==> config.mk <==
export PLATFORM = sky130hd
export DESIGN_NAME = writeback
export DESIGN_NICKNAME = d
export VERILOG_FILES = /design/src/rtl/writeback_pkg.sv /design/src/rtl/writeback_regfile.sv /design/src/rtl/writeback.sv
export SDC_FILE = /design/constraint.sdc
export NUM_CORES = 2
export LEC_CHECK = 0
export ABC_CLOCK_PERIOD_IN_PS = 4000
export CAP_MARGIN = 20
export CORE_MARGIN = 2
export CORE_UTILIZATION = 25
export DETAILED_ROUTE_END_ITERATION = 8
export PLACE_DENSITY = 0.5
export SETUP_SLACK_MARGIN = 0.2
export SYNTH_ARGS = -nofsm -noshare
export SYNTH_HDL_FRONTEND = slang
export SYNTH_SLANG_ARGS = --single-unit
==> constraint.sdc <==
create_clock -name clk_i -period 4 [get_ports clk_i]
set_clock_uncertainty 0.05 [all_clocks]
set_input_delay 0.8 -clock clk_i [delete_from_list [all_inputs] [get_ports clk_i]]
set_output_delay 0.8 -clock clk_i [all_outputs]
set_load 0.01 [all_outputs]
==> src/rtl/writeback_pkg.sv <==
// Shared types and constants for the writeback stage and its register file.
package writeback_pkg;

  localparam int unsigned XLEN       = 32;
  localparam int unsigned REG_ADDR_W = 5;

  localparam logic [XLEN-1:0] INSTR_ECALL  = 32'h0000_0073;
  localparam logic [XLEN-1:0] INSTR_EBREAK = 32'h0010_0073;

  typedef struct packed {
    logic [REG_ADDR_W-1:0] addr;
    logic [XLEN-1:0]       data;
    logic                  valid;
  } rd_port_t;

  typedef enum logic [0:0] {
    StRun,
    StHalt
  } wb_state_e;

  typedef struct packed {
    logic                  valid;
    logic [XLEN-1:0]       pc;
    logic [XLEN-1:0]       instr;
    logic                  rd_we;
    logic [REG_ADDR_W-1:0] rd_addr;
    logic [XLEN-1:0]       rd_data;
  } commit_t;

endpackage

==> src/rtl/writeback_regfile.sv <==
// Architectural integer register file: 1 write, 2 async read ports with write-first bypass.
module writeback_regfile
  import writeback_pkg::*;
#(
  parameter int unsigned NReg = 32
) (
  input  logic                  clk_i,
  input  logic                  rst_i,
  input  logic                  we_i,
  input  logic [REG_ADDR_W-1:0] waddr_i,
  input  logic [XLEN-1:0]       wdata_i,
  input  logic [REG_ADDR_W-1:0] raddr1_i,
  input  logic [REG_ADDR_W-1:0] raddr2_i,
  output logic [XLEN-1:0]       rdata1_o,
  output logic [XLEN-1:0]       rdata2_o
);

  logic [XLEN-1:0] regs_q [NReg];

  always_ff @(posedge clk_i) begin
    if (rst_i) begin
      for (int i = 0; i < NReg; i++) begin
        regs_q[i] <= '0;
      end
    end else if (we_i && (waddr_i != '0)) begin
      regs_q[waddr_i] <= wdata_i;
    end
  end

  // x0 check comes last so it overrides any bypass hit.
  always_comb begin
    rdata1_o = regs_q[raddr1_i];
    if (we_i && (raddr1_i == waddr_i)) rdata1_o = wdata_i;
    if (raddr1_i == '0) rdata1_o = '0;

    rdata2_o = regs_q[raddr2_i];
    if (we_i && (raddr2_i == waddr_i)) rdata2_o = wdata_i;
    if (raddr2_i == '0) rdata2_o = '0;
  end

endmodule

==> src/rtl/writeback.sv <==
// WB pipeline stage: commit qualification, register file, retire trace, counters, halt FSM.
module writeback
  import writeback_pkg::*;
#(
  parameter int unsigned NREG          = 32,
  parameter int unsigned CNT_W         = 64,
  parameter bit          HALT_ON_ECALL = 1'b1
) (
  input  logic                  clk_i,
  input  logic                  rst_i,
  input  logic [XLEN-1:0]       pcW_i,
  input  logic [XLEN-1:0]       instrW_i,
  input  rd_port_t              rdW_port_i,
  input  logic                  stallW_i,
  input  logic                  flushW_i,
  input  logic [REG_ADDR_W-1:0] rs1_addr_i,
  input  logic [REG_ADDR_W-1:0] rs2_addr_i,
  output logic [XLEN-1:0]       rs1_data_o,
  output logic [XLEN-1:0]       rs2_data_o,
  output logic                  commit_valid_o,
  output logic [XLEN-1:0]       commit_pc_o,
  output logic [XLEN-1:0]       commit_instr_o,
  output logic                  commit_rd_we_o,
  output logic [REG_ADDR_W-1:0] commit_rd_addr_o,
  output logic [XLEN-1:0]       commit_rd_data_o,
  output logic [CNT_W-1:0]      cycle_o,
  output logic [CNT_W-1:0]      instret_o,
  output logic                  halted_o
);

  wb_state_e        state_q, state_d;
  commit_t          trace_q, trace_d;
  logic [CNT_W-1:0] cycle_q, cycle_d;
  logic [CNT_W-1:0] instret_q, instret_d;

  logic commit;
  logic reg_we;
  logic is_sys;

  // A slot presented during reset is dropped, so it must not bypass either.
  assign commit = (state_q == StRun) && (instrW_i != '0) && !stallW_i && !flushW_i && !rst_i;
  assign reg_we = commit && rdW_port_i.valid && (rdW_port_i.addr != '0);
  assign is_sys = (instrW_i == INSTR_ECALL) || (instrW_i == INSTR_EBREAK);

  writeback_regfile #(
    .NReg(NREG)
  ) u_regfile (
    .clk_i   (clk_i),
    .rst_i   (rst_i),
    .we_i    (reg_we),
    .waddr_i (rdW_port_i.addr),
    .wdata_i (rdW_port_i.data),
    .raddr1_i(rs1_addr_i),
    .raddr2_i(rs2_addr_i),
    .rdata1_o(rs1_data_o),
    .rdata2_o(rs2_data_o)
  );

  always_comb begin
    state_d = state_q;
    unique case (state_q)
      StRun:   if (commit && is_sys && HALT_ON_ECALL) state_d = StHalt;
      StHalt:  state_d = StHalt;
      default: state_d = StRun;
    endcase
  end

  // Trace fields hold between commits; only the valid strobe drops.
  always_comb begin
    trace_d       = trace_q;
    trace_d.valid = 1'b0;
    if (commit) begin
      trace_d.valid   = 1'b1;
      trace_d.pc      = pcW_i;
      trace_d.instr   = instrW_i;
      trace_d.rd_we   = reg_we;
      trace_d.rd_addr = reg_we ? rdW_port_i.addr : '0;
      trace_d.rd_data = reg_we ? rdW_port_i.data : '0;
    end
  end

  always_comb begin
    cycle_d   = (state_q == StRun) ? cycle_q + CNT_W'(1) : cycle_q;
    instret_d = commit ? instret_q + CNT_W'(1) : instret_q;
  end

  always_ff @(posedge clk_i) begin
    if (rst_i) begin
      state_q   <= StRun;
      trace_q   <= '0;
      cycle_q   <= '0;
      instret_q <= '0;
    end else begin
      state_q   <= state_d;
      trace_q   <= trace_d;
      cycle_q   <= cycle_d;
      instret_q <= instret_d;
    end
  end

  assign commit_valid_o   = trace_q.valid;
  assign commit_pc_o      = trace_q.pc;
  assign commit_instr_o   = trace_q.instr;
  assign commit_rd_we_o   = trace_q.rd_we;
  assign commit_rd_addr_o = trace_q.rd_addr;
  assign commit_rd_data_o = trace_q.rd_data;
  assign cycle_o          = cycle_q;
  assign instret_o        = instret_q;
  assign halted_o         = (state_q == StHalt);

endmodule

==> impl_metrics.json <==
{
  "fillers": 25700,
  "finalWirelength_um": 315000,
  "cts_buffer_depth": 3,
  "cp-start-kind": "flip-flop",
  "ys.flop_type": "edfxtp_1",
  "overflow": 0,
  "vias": 52400,
  "clkLatencyLatePin_ps": 800,
  "status": "finished with violations",
  "post_drt_wl_per_cell_um": 32.1,
  "rows": 187,
  "layout.nets": 6386,
  "dpl_worst_slack_ps": -970,
  "cp_cell_sequence": "or4_4 > buf_6 > buf_6 > nor4_4 > buf_12 > buf_16 > buf_12 > nor3b_4 > nor3_2 > buf_2",
  "gp_congestion": 0.923,
  "slowest_delay_ps": 520,
  "ant_nets": 0,
  "min_delay_path_depth": 3,
  "dpl.hpwl_um": 220000,
  "synth_common_cells": "edfxtp_1 (1024), and2_1 (784), mux2i_1 (407)",
  "total_power_mw": 33.4,
  "critPathRequiredTime_ps": 3150,
  "viasPerCell": 5.33,
  "min_from": "instrW_i[11]",
  "dieArea_um2": 264000,
  "rsz0062_at_grt": "yes",
  "yosysTopAreaCell": "edfxtp_1",
  "seq_area_frac_synth_pct": 54.4,
  "first_pass_iters": 6,
  "ys_ff_latch": 1256,
  "regToRegStartpoint": "halted_o$_SDFF_PP0_",
  "crit_fanout": 4,
  "postCtsHoldBufs": 0,
  "period_share_pct": 102,
  "hold_end": "commit_instr_o[11]$_SDFFE_PP0P_",
  "slowest_stage": "or4_4",
  "r2r_cells": 8,
  "slew_headroom_pct": 37.2,
  "fin_util_pct": 33.3,
  "synth_top_area_share_pct": 47.3,
  "yosysWarningCount": 0,
  "holdWs_ps": 206,
  "drtIter0Drc": 6243,
  "die_h_um": 514,
  "setup.worst_path.end_class": "output port",
  "violations": "negative setup slack",
  "async_flop_share_pct": 0,
  "io_pins": 412,
  "htree_levels": 4,
  "grtUsageTotal_pct": 23.2,
  "synth.most_common_cell": "edfxtp_1",
  "clk_pin_slew_ps": 60,
  "hold_path.class": "in2reg",
  "tightest_slew_ps": 933,
  "cp.buffers_inverters": 6,
  "vdd_drop_max_mv": 0.446,
  "worst_slack_ps": -68.1,
  "p_leak_nw": 30.7,
  "finalMaxSlewViolations": 0,
  "numPortBuffers": 411,
  "syn_avg_cell_area_um2": 12.1,
  "die_w_um": 514,
  "synthTopCellsByArea": "edfxtp_1 (47%), mux4_2 (9.9%), and2_1 (7.5%), dfxtp_1 (7.1%), mux2i_1 (6.3%)",
  "drive_above_1_share_pct": 27.2,
  "clkSinkCount": 1256,
  "cts_tree": "built",
  "crit_type": "reg2out",
  "syn_inst": 5376,
  "grt_max_degree": 130,
  "setup_viol": 7,
  "grt_antenna_before_repair": 45,
  "hold_violations": 0,
  "drc_errors": 0,
  "core_um2": 259000,
  "drv_cap": 0,
  "synth-edff-count": 1024,
  "synthDistinctLibCells": 64,
  "cp_top_family": "simple AND/OR/NAND/NOR gates",
  "r2r_slack_ps": 800,
  "period_needed_ps": 4070,
  "start_util_pct": 25.1,
  "grt_first_pass_wirelength_um": 430000,
  "power_density_nw_per_um2": 387,
  "area_growth_pct": 32.8,
  "arrival_ps": 3220,
  "fmax_ghz": 0.246,
  "syn-cell-area_um2": 65100,
  "grt_pass1_vias": 51800,
  "r2r_end": "u_regfile.regs_q[26][3]$_SDFFCE_PN0P_",
  "numCtsBuffers": 148,
  "cts-root-buf": "clkbuf_16"
}
## repair_timing
action,4_1_cts,5_1_grt
setup buffers,44,8
resized for setup,580,92
gates cloned,11,1
endpoints found under the setup margin,64,64
pin swaps,102,42
## kinds of logic after synthesis
logic type	Yosys count	synth area share [%]
xor gates and xnor gates	98	1.32
and+or+nand+nor	2065	16.9
muxes	748	17.1
buffers and inverters	535	3.24
adders and majority gates	2	0.0385
DFF	1256	54.4
other	1	0.00576
AOI/OAI and AO/OA	671	6.99
## sequential cells by signal (all words and copies together) (netlist names)
signal            cells
commit_valid_o        1
commit_rd_addr_o      5
commit_rd_data_o     32
instret_o            64
halted_o              1
commit_pc_o          32
u_regfile.regs_q   1024
commit_instr_o       32
cycle_o              64
commit_rd_we_o        1
## power by group
| group | leakage, nW | switching [mW] | total, mW | internal, mW |
|---|---|---|---|---|
| Clock | 2.26 | 5.89 | 13.5 | 7.65 |
| Combinational | 16.8 | 2.77 | 4.82 | 2.05 |
| Sequential | 11.6 | 0.347 | 15.1 | 14.7 |
| Total | 30.7 | 9.01 | 33.4 | 24.4 |
## area by class of cell
| type | instances | area, µm² | share of cell area (%) |
|---|---|---|---|
| Clock inverter | 77 | 703 | 0.814 |
| Clock buffer | 190 | 3960 | 4.59 |
| Inverter | 20 | 75.1 | 0.0869 |
| Antenna cell | 32 | 80.1 | 0.0927 |
| Multi-Input combinational cell | 3617 | 29300 | 33.9 |
| Timing Repair Buffer | 1225 | 12600 | 14.6 |
| Tap cell | 3402 | 4260 | 4.93 |
| Sequential cell | 1256 | 35400 | 41.0 |
## worst register-to-register path, cell delays in order (launching register included)
cell and delay, ps:
dfxtp_2 320, buf_4 200, nor4_4 430, buf_4 220, nand2_1 110, or4_4 580, nor3b_4 340, or2_2 330
buf_12 260
## metrics by stage
step | instance area (µm²) | setup TNS, ps | instances
after floorplan | 65200 | -20540 | 5407
after global placement | 79600 | -100020 | 9453
after detailed placement | 79600 | -78470 | 9456
after CTS | 85800 | -1120 | 9778
after global routing | 86300 | -970 | 9805
final | 86400 | -273 | 9819
## worst max-delay path by stage
stage	slack, ps	start	endpoint	depth (start not counted)
2_1_floorplan	-320	rst_i	u_regfile.regs_q[24][0]$_SDFFCE_PN0P_	7
3_3_place_gp	-970	flushW_i	rs2_data_o[24]	10
3_5_place_dp	-970	flushW_i	rs2_data_o[24]	10
4_1_cts	-120	halted_o$_SDFF_PP0_	rs2_data_o[25]	10
5_1_grt	-110	halted_o$_SDFF_PP0_	rs2_data_o[8]	10
6_report	-70	halted_o$_SDFF_PP0_	rs2_data_o[8]	10
## per-layer routing
| layer | GRT usage (%) | part of all wire (%) |
|---|---|---|
| met5 | 0 | 0.014 |
| met3 | 5.29 | 9.3 |
| met4 | 12.6 | 6.1 |
| met1 | 28.5 | 38 |
| met2 | 37.8 | 47 |
## placed cells by master, fill, tap and decap left out, types with 36 or more instances in the layout
cell,instances
a22oi_1,177
mux2i_1,406
mux4_2,287
nor3_2,60
o21ai_0,79
buf_4,586
nor2_1,351
nor3_1,47
nor2b_1,65
a211oi_1,74
buf_6,48
mux2_2,54
nor4_1,42
xnor2_1,62
buf_12,181
nand2_1,320
and2_1,782
a21oi_1,152
buf_2,69
edfxtp_1,1024
nand4_1,41
clkdlybuf4s50_1,297
clkbuf_16,152
xor2_1,36
dfxtp_1,231
nand3_1,100
Note: power is estimated with default switching activity, not from simulation.
